[config.mk]
export PLATFORM = sky130hd
export DESIGN_NAME = rect_fill_engine
export DESIGN_NICKNAME = d
export VERILOG_FILES = /design/src/rtl/pong_gfx_pkg.sv /design/src/rtl/rect_fill_engine.sv
export SDC_FILE = /design/constraint.sdc
export NUM_CORES = 1
export LEC_CHECK = 0
export BUFFER_PORTS_ARGS = -buffer_cell sky130_fd_sc_hd__buf_2
export CORE_MARGIN = 2
export CORE_UTILIZATION = 35
export CTS_BUF_LIST = sky130_fd_sc_hd__clkbuf_8 sky130_fd_sc_hd__clkbuf_16
export DETAILED_ROUTE_END_ITERATION = 7
export PLACE_DENSITY = 0.61
export SYNTH_ARGS = -nofsm -noshare
export SYNTH_HDL_FRONTEND = slang
export SYNTH_SLANG_ARGS = --single-unit
[constraint.sdc]
create_clock -name clk -period 3.21 [get_ports clk]
set_input_delay 0.642 -clock clk [delete_from_list [all_inputs] [get_ports clk]]
set_output_delay 0.642 -clock clk [all_outputs]
set_load 0.03 [all_outputs]
[src/rtl/pong_gfx_pkg.sv]
`default_nettype none
// +----------------------------------------------------------------------------+
// | Package   : pong_gfx_pkg                                                   |
// | Purpose   : Shared constants and types for the Pong bitmap graphics path   |
// |             (screen geometry, coordinate widths, colours, draw states).    |
// | Revision  : 1.0  initial release                                           |
// +----------------------------------------------------------------------------+
package pong_gfx_pkg;

  localparam int SCREEN_W = 320;
  localparam int SCREEN_H = 240;
  localparam int X_W      = 9;
  localparam int Y_W      = 8;
  localparam int COLOR_W  = 3;

  // Colour encoding is {R,G,B}
  localparam logic [COLOR_W-1:0] BLACK   = 3'b000;
  localparam logic [COLOR_W-1:0] BLUE    = 3'b001;
  localparam logic [COLOR_W-1:0] GREEN   = 3'b010;
  localparam logic [COLOR_W-1:0] CYAN    = 3'b011;
  localparam logic [COLOR_W-1:0] RED     = 3'b100;
  localparam logic [COLOR_W-1:0] MAGENTA = 3'b101;
  localparam logic [COLOR_W-1:0] YELLOW  = 3'b110;
  localparam logic [COLOR_W-1:0] WHITE   = 3'b111;

  typedef enum logic [1:0] {
    IDLE = 2'd0,
    DRAW = 2'd1,
    DONE = 2'd2
  } draw_state_t;

endpackage
`default_nettype wire

[src/rtl/rect_fill_engine.sv]
`default_nettype none
// +----------------------------------------------------------------------------+
// | Module    : rect_fill_engine                                               |
// | Purpose   : Accepts one rectangle command and emits one clipped pixel      |
// |             write per cycle in raster order for the bitmap frame buffer.   |
// | Revision  : 1.0  initial release                                           |
// +----------------------------------------------------------------------------+
module rect_fill_engine #(
  parameter int SCREEN_W = pong_gfx_pkg::SCREEN_W,
  parameter int SCREEN_H = pong_gfx_pkg::SCREEN_H,
  parameter int X_W      = pong_gfx_pkg::X_W,
  parameter int Y_W      = pong_gfx_pkg::Y_W,
  parameter int COLOR_W  = pong_gfx_pkg::COLOR_W
) (
  input  logic               clk,
  input  logic               reset,
  input  logic               start,
  input  logic [X_W-1:0]     x0,
  input  logic [Y_W-1:0]     y0,
  input  logic [X_W-1:0]     width,
  input  logic [Y_W-1:0]     height,
  input  logic [COLOR_W-1:0] color_in,
  output logic               busy,
  output logic               done,
  output logic [X_W-1:0]     x,
  output logic [Y_W-1:0]     y,
  output logic [COLOR_W-1:0] color,
  output logic               wr_en
);

  import pong_gfx_pkg::*;

  // Screen limits widened by one bit so the origin+size sums can be compared unwrapped
  localparam logic [X_W:0] c_x_lim = (X_W+1)'(SCREEN_W);
  localparam logic [Y_W:0] c_y_lim = (Y_W+1)'(SCREEN_H);

  draw_state_t        r_state;
  logic [X_W-1:0]     r_x0;
  logic [X_W-1:0]     r_x_end;
  logic [Y_W-1:0]     r_y_end;
  logic [X_W-1:0]     r_x;
  logic [Y_W-1:0]     r_y;
  logic [COLOR_W-1:0] r_color;
  logic               r_busy;
  logic               r_done;
  logic               r_wr_en;

  logic [X_W:0]       w_x_sum;
  logic [Y_W:0]       w_y_sum;
  logic [X_W-1:0]     w_x_end;
  logic [Y_W-1:0]     w_y_end;
  logic               w_empty;
  logic               w_last_col;
  logic               w_last_row;

  // Clip the command against the screen edges (exclusive end coordinates)
  always_comb begin
    w_x_sum    = {1'b0, x0} + {1'b0, width};
    w_y_sum    = {1'b0, y0} + {1'b0, height};
    w_x_end    = (w_x_sum > c_x_lim) ? c_x_lim[X_W-1:0] : w_x_sum[X_W-1:0];
    w_y_end    = (w_y_sum > c_y_lim) ? c_y_lim[Y_W-1:0] : w_y_sum[Y_W-1:0];
    w_empty    = (width == '0) || (height == '0) ||
                 ({1'b0, x0} >= c_x_lim) || ({1'b0, y0} >= c_y_lim);
    w_last_col = ((r_x + 1'b1) == r_x_end);
    w_last_row = ((r_y + 1'b1) == r_y_end);
  end

  // Command acceptance, raster walk and completion pulse; all outputs registered here
  always_ff @(posedge clk) begin
    if (reset) begin
      r_state <= IDLE;
      r_x0    <= '0;
      r_x_end <= '0;
      r_y_end <= '0;
      r_x     <= '0;
      r_y     <= '0;
      r_color <= '0;
      r_busy  <= 1'b0;
      r_done  <= 1'b0;
      r_wr_en <= 1'b0;
    end else begin
      unique case (r_state)
        IDLE: begin
          r_done <= 1'b0;
          if (start) begin
            r_x0    <= x0;
            r_x_end <= w_x_end;
            r_y_end <= w_y_end;
            if (w_empty) begin
              // Nothing visible: complete without touching the write port
              r_state <= DONE;
              r_done  <= 1'b1;
            end else begin
              r_state <= DRAW;
              r_busy  <= 1'b1;
              r_wr_en <= 1'b1;
              r_x     <= x0;
              r_y     <= y0;
              r_color <= color_in;
            end
          end
        end
        DRAW: begin
          if (w_last_col && w_last_row) begin
            // Last pixel has just been presented; x/y/colour hold their values
            r_state <= DONE;
            r_busy  <= 1'b0;
            r_wr_en <= 1'b0;
            r_done  <= 1'b1;
          end else if (w_last_col) begin
            r_x <= r_x0;
            r_y <= r_y + 1'b1;
          end else begin
            r_x <= r_x + 1'b1;
          end
        end
        DONE: begin
          r_done  <= 1'b0;
          r_state <= IDLE;
        end
        default: begin
          r_state <= IDLE;
          r_busy  <= 1'b0;
          r_done  <= 1'b0;
          r_wr_en <= 1'b0;
        end
      endcase
    end
  end

  assign busy  = r_busy;
  assign done  = r_done;
  assign x     = r_x;
  assign y     = r_y;
  assign color = r_color;
  assign wr_en = r_wr_en;

endmodule
`default_nettype wire
-- Word-level counts from Yosys, hierarchy flattened
Cells that the tools add are included.
- latch bits: 0
- bits in read-only memories: 0
- flip-flop bits (word level): 50
- RAM bits: 0
- logic and storage cells: 66
- output and inout bits: 23
- memories kept: 0
- input port bits: 40
- shifts and indexed selects: 0
- equality and inequality tests: 9
- $mul: 0
- add/subtract/negate cells: 4
- mux-type cells: 24
- reductions and logical operators: 14
- $lt $le $gt $ge: 4
- bitwise gates (word level): 2
- divide/modulo/power cells: 0
- operators by type and width (cell ; number):
    $mux 9 ; 5
    $mux 8 ; 5
    $pmux 9 s2 ; 1
    $pmux 8 s2 ; 1
    $add 9x9->10 ; 1
    $gt 10x9->1 const B ; 1
    $ne 2x2->1 const B ; 5
    $add 8x8->9 ; 1
    $add 9x1->9 const B ; 1
    $eq 9x9->1 ; 1
    $ge 9x9->1 const B ; 1
    $gt 9x8->1 const B ; 1
    $logic_not 9->1 ; 1
    $add 8x1->8 const B ; 1
    $eq 8x8->1 ; 1
    $ge 8x8->1 const B ; 1
    $logic_not 8->1 ; 1
    $reduce_and 4->1 ; 2
    $mux 1 ; 6
    $mux 2 ; 3
    $reduce_and 5->1 ; 1
    $pmux 2 s2 ; 1
    $reduce_and 2->1 ; 2
    $logic_or 1x1->1 ; 3
    other kinds (9) ; 10

-- Logic depth before layout (Yosys ltp)
- depth after elaboration: 7
- gate-level depth with buffers: 11
- mapped depth without buffers: 10

-- Worst setup path after synthesis
OpenSTA, ideal clock, no wires.
- path type: register -> register
- start: reg r_x[0] (netlist: x[0])
- end: reg r_y[2] (netlist: y[2])
- required time: 3.078 ns
- period minus slack after synthesis: 2.916 ns
- path slack: 0.294 ns
- arrival: 2.784 ns
- stages on the path, launching flop included: 12
- path buffers: 2
- library setup time: 0.132 ns
- path through: dfxtp_1 ha_1 and3_1 buf_2 xnor3_1 o2111ai_1 a2111oi_4 nand3b_2 o21a_2 buf_2 o21ai_0 a21oi_1
- cells in the longest elaborated chain, start to end: 5
- elaborated cells between the ends (all ways): 6
- classes of those cells: add/sub: 1; eq/ne: 3; reduce/logical: 2
- ends and longest elaborated chain (what ; RTL line ; text):
    from (decl) ; rect_fill_engine.sv:41 ; logic [X_W-1:0] r_x;
    from (signal assigned) ; rect_fill_engine.sv:111 ; r_x <= r_x0;
    from (signal assigned) ; rect_fill_engine.sv:114 ; r_x <= r_x + 1'b1;
    $add 9x1->9 (*) ; rect_fill_engine.sv:64 ; w_last_col = ((r_x + 1'b1) == r_x_end);
    $eq 9x9->1 (*) ; rect_fill_engine.sv:64 ;
    $logic_and 1x1->1 ; rect_fill_engine.sv:104 ; if (w_last_col && w_last_row) begin
    $ne 2x2->1 (no line) ; n/a ;
    $reduce_and 5->1 (no line) (*) ; n/a ;
    to (signal assigned) ; rect_fill_engine.sv:98 ; r_y <= y0;
    to (signal assigned) ; rect_fill_engine.sv:112 ; r_y <= r_y + 1'b1;
    to (decl) ; rect_fill_engine.sv:42 ; logic [Y_W-1:0] r_y;
Mark *: on every way between the ends. The rest lies on a longest branch, timed or not.
A chain may end at the register's enable or synchronous reset.

-- Worst setup path in the final report
- start: reg r_x[2] (netlist: x[2])
- end: reg r_x[0] (netlist: x[0])
- cells in the longest elaborated chain, start to end: 5
- elaborated cells between the ends (all ways): 8
- classes of those cells: add/sub: 1; eq/ne: 2; mux: 3; reduce/logical: 2
- ends and longest elaborated chain (what ; RTL line):
    $add 9x1->9 (*) ; rect_fill_engine.sv:64
    $eq 9x9->1 (*) ; rect_fill_engine.sv:64
    $mux 9 or $logic_and 1x1->1 (tied branches) ; rect_fill_engine.sv:110, rect_fill_engine.sv:104
    $mux 9 or $ne 2x2->1 (tied branches) ; n/a
    $pmux 9 s2 or $reduce_and 4->1 (tied branches) ; n/a
Mark *: on every way between the ends. The rest lies on a longest branch, timed or not. The select of a mux whose other input is x is not followed.

==> key figures <==
Floorplan
  – Num rows: 36
  – Die width: 103 um
  – Core ar.: 9640 um^2
  – IO Pins: 63
  – Full die area: 10600 um^2
  – Die height: 103 um
  – Starting Density: 35.7%

Clock tree
  – Hold-fix buffers, CTS: 0
  – CTS Buf Count: 5
  – H-tree depth: 2
  – Reg clk slew, reported paths: 0.10 ns
  – CTS max path bufs: 2
  – TritonCTS clock tree: yes
  – CTS root buf: clkbuf_8
  – Sink Count: 50
  – Clock latency on the worst-skew pair: 0.31 ns

Finish
  – Synthesis-to-finish area growth: 17.0%
  – # nets final: 540
  – Final Cell Area: 4020 um^2
  – Share of cells above drive strength 1: 20.4%
  – Commonest non-fill, non-tap cell in the layout: buf_2
  – Commonest non-fill, non-tap cells in the layout: 62 x buf_2, 50 x dfxtp_1, 47 x nor2_1
  – Antenna diodes: 0

Critical path
  – Worst R2R Start: x[2]$_SDFFE_PP0P_
  – Max FO, Critical Path: 14
  – Worst path slowest cell: o311ai_0
  – CP top delay family: compound AO/OA/AOI/OAI gates
  – CP Data Arrival Time: 3.07 ns
  – Critical-path cell list: and3_1 -> nand3_1 -> o311ai_0 -> a2111oi_4 -> buf_4 -> nand3_2 -> a21boi_4 -> nor2_1 -> a211oi_1
  – Setup CP Type: reg2reg
  – CP max stage delay: 0.59 ns
  – CP Launch Point: x[2]$_SDFFE_PP0P_
  – CP Buf/Inv Count: 1
  – CP Capture Type: flop
  – Worst EP required: 3.42 ns
  – Startpoint types: flop

GRT
  – Global-route wire length before repair: 15300 um
  – Initial antenna violation count: 0
  – Gr usage total: 18.5%
  – Vias in the first global route: 3131
  – Total gr overflow: 0
  – Pin count of the biggest net entering global routing: 46

Yosys
  – Post-Synth Simple-Gate Area: 22.0%
  – FF+latch count, synth: 50
  – Mapped Area: 3440 um^2
  – Ys flop type: dfxtp_1
  – Net count after synthesis: 478
  – Multiplexer area fraction after synthesis: 2.04%
  – Main combinational cell family by area after synthesis: compound AO/OA/AOI/OAI gates
  – Post-synth cell types: 63
  – Post-Syn Instances: 417
  – Synth Area in Adders: 8.08%
  – Synth Area per Inst: 8.25 um^2
  – Count of flip-flops with a built-in enable after synthesis: 0
  – Synth warnings: 0
  – Post-synth ARST share: 0%
  – Post-synthesis compound-gate area fraction: 24.6%
  – Sequential fraction of the synthesis area: 29.1%
  – Synth Area in XOR/XNOR: 10.2%

STA
  – Setup Viol. Count Final: 0
  – RSZ-0062 raised after global routing: no
  – Final worst path period need: 2.87 ns
  – Fmax achieved: 349 MHz
  – Crit share post-route: 89.3%
  – Slack of the critical path: 0.345 ns
  – Worst-margin pin slew: 0.871 ns
  – Fin. Hold Viols: 0
  – Final setup TNS: 0 ns
  – Worst Skew: 0.0163 ns
  – Final slew viol count: 0
  – Slew HR: 41.9%

Placed design
  – DP HPWL: 7420 um
  – GPL Wtd Cong: 0.843
  – Placed Instance Area: 3920 um^2
  – Post-place setup slack: 0.161 ns
  – PortBufs: 62

Route
  – Detailed Routing Iterations Pass 1: 4
  – Post-route ant nets: 0
  – Mean number of vias per cell: 5.33
  – # DRC: 0
  – Final wirelength: 9540 um
  – Vias: 3269
  – Initial DRC Count: 181
  – DR WL/cell: 15.6 um

Power
  – P per Cell Area: 424 nW/um^2
  – Design Power: 1.71 mW
  – Worst VDD drop: 196 uV
  – Leak: 1.67 nW

Status
  – Run status: complete, no violations

Hold path
  – HP Start: r_x0[8]$_SDFFE_PP0P_
  – HP Class: reg2reg

Run
  – Max-cap violation count: 0
## flip-flops by register name, indices dropped and copies added (netlist names)
signal and flops:
r_y_end 8, y 8, r_x0 9, done 1, wr_en 1, r_state 2, x 9, r_x_end 9
color 3
## power breakdown
part | switching, mW | internal, mW
Combinational | 0.330 | 0.243
Clock | 0.220 | 0.175
Sequential | 0.0640 | 0.674
Total | 0.614 | 1.09
## stage by stage
| step | hold slack [ns] | cells | util (%) |
|---|---|---|---|
| 6_report | 0.463 | 613 | 41.7 |
| 5_1_grt | 0.488 | 613 | 41.7 |
| 4_1_cts | 0.462 | 613 | 41.7 |
| 3_5_place_dp | 0.448 | 605 | 40.7 |
| 3_3_place_gp | 0.442 | 605 | 40.7 |
| 2_1_floorplan | 0.436 | 417 | - |
## path summary, 6_finish.rpt
| check | endpoint | slack, ns | depth (start not counted) |
|---|---|---|---|
| max | x[0]$_SDFFE_PP0P_ | 0.34 | 9 |
| min | r_x0[8]$_SDFFE_PP0P_ | 0.46 | 2 |
| max reg2reg | x[0]$_SDFFE_PP0P_ | 0.34 | 9 |
| min reg2reg | r_x0[8]$_SDFFE_PP0P_ | 0.46 | 2 |
## cell families after synthesis
kind of cell | after synthesis
fa+ha+maj | 21
mux | 7
xor+xnor | 35
compound gates | 122
flops | 50
simple gates | 151
buf+inv | 31
## cell type report
cell class                      instances  area [um^2]
Fill cell                            1031         5620
Multi-Input combinational cell        336         2310
Sequential cell                        50         1000
Timing Repair Buffer                   76          415
Tap cell                              133          166
Clock buffer                            6         82.6
Inverter                               10         37.5
Clock inverter                          2         12.5
## cells in the mapped netlist, drive strengths merged, types with 3 or more instances
library cell	number	area, um^2
nor3	13	70.1
and2	4	25.0
nand3	7	40.0
a211oi	15	113
nand3b	4	37.5
o21bai	4	30.0
or3	3	18.8
or4	3	22.5
nor3b	4	30.0
a21oi	42	210
a22o	11	96.3
xor2	9	78.8
dfxtp	50	1000
ha	19	238
o31ai	6	45.0
nand4	3	18.8
o21ai	12	60.1
a21o	6	45.0
nor4	4	25.0
buf	9	57.6
o211ai	3	22.5
or2	6	37.5
o21a	3	23.8
inv	10	37.5
nand2	35	134
xnor2	23	201
o311ai	3	26.3
nand2b	5	31.3
nor2	47	176
mux2i	7	70.1
clkbuf	12	45.0
nor2b	4	25.0
and3	6	37.5
## repair_timing
action,in CTS,in global routing
endpoints found under the setup margin,0,1
resized for setup,0,1
hold endpoints to repair,0,0
buffers inserted,0,0
## worst register-to-register path, stage by stage, from the launching register on
cell       delay, ns
dfxtp_1         0.48
and3_1          0.25
nand3_1         0.15
o311ai_0        0.59
a2111oi_4       0.19
buf_4           0.21
nand3_2         0.16
a21boi_4        0.43
nor2_1          0.08
a211oi_1        0.23
## metal layers
layer  up-vias  track usage [%]  part of all wire, %
li1       1644                -                    -
met1      1533             23.9                   47
met2        77             31.9                   48
met3        15             2.64                  4.3
met4         0             5.47                  1.4
met5         -                0                    0
No activity file was read; power rests on OpenSTA's default activity.
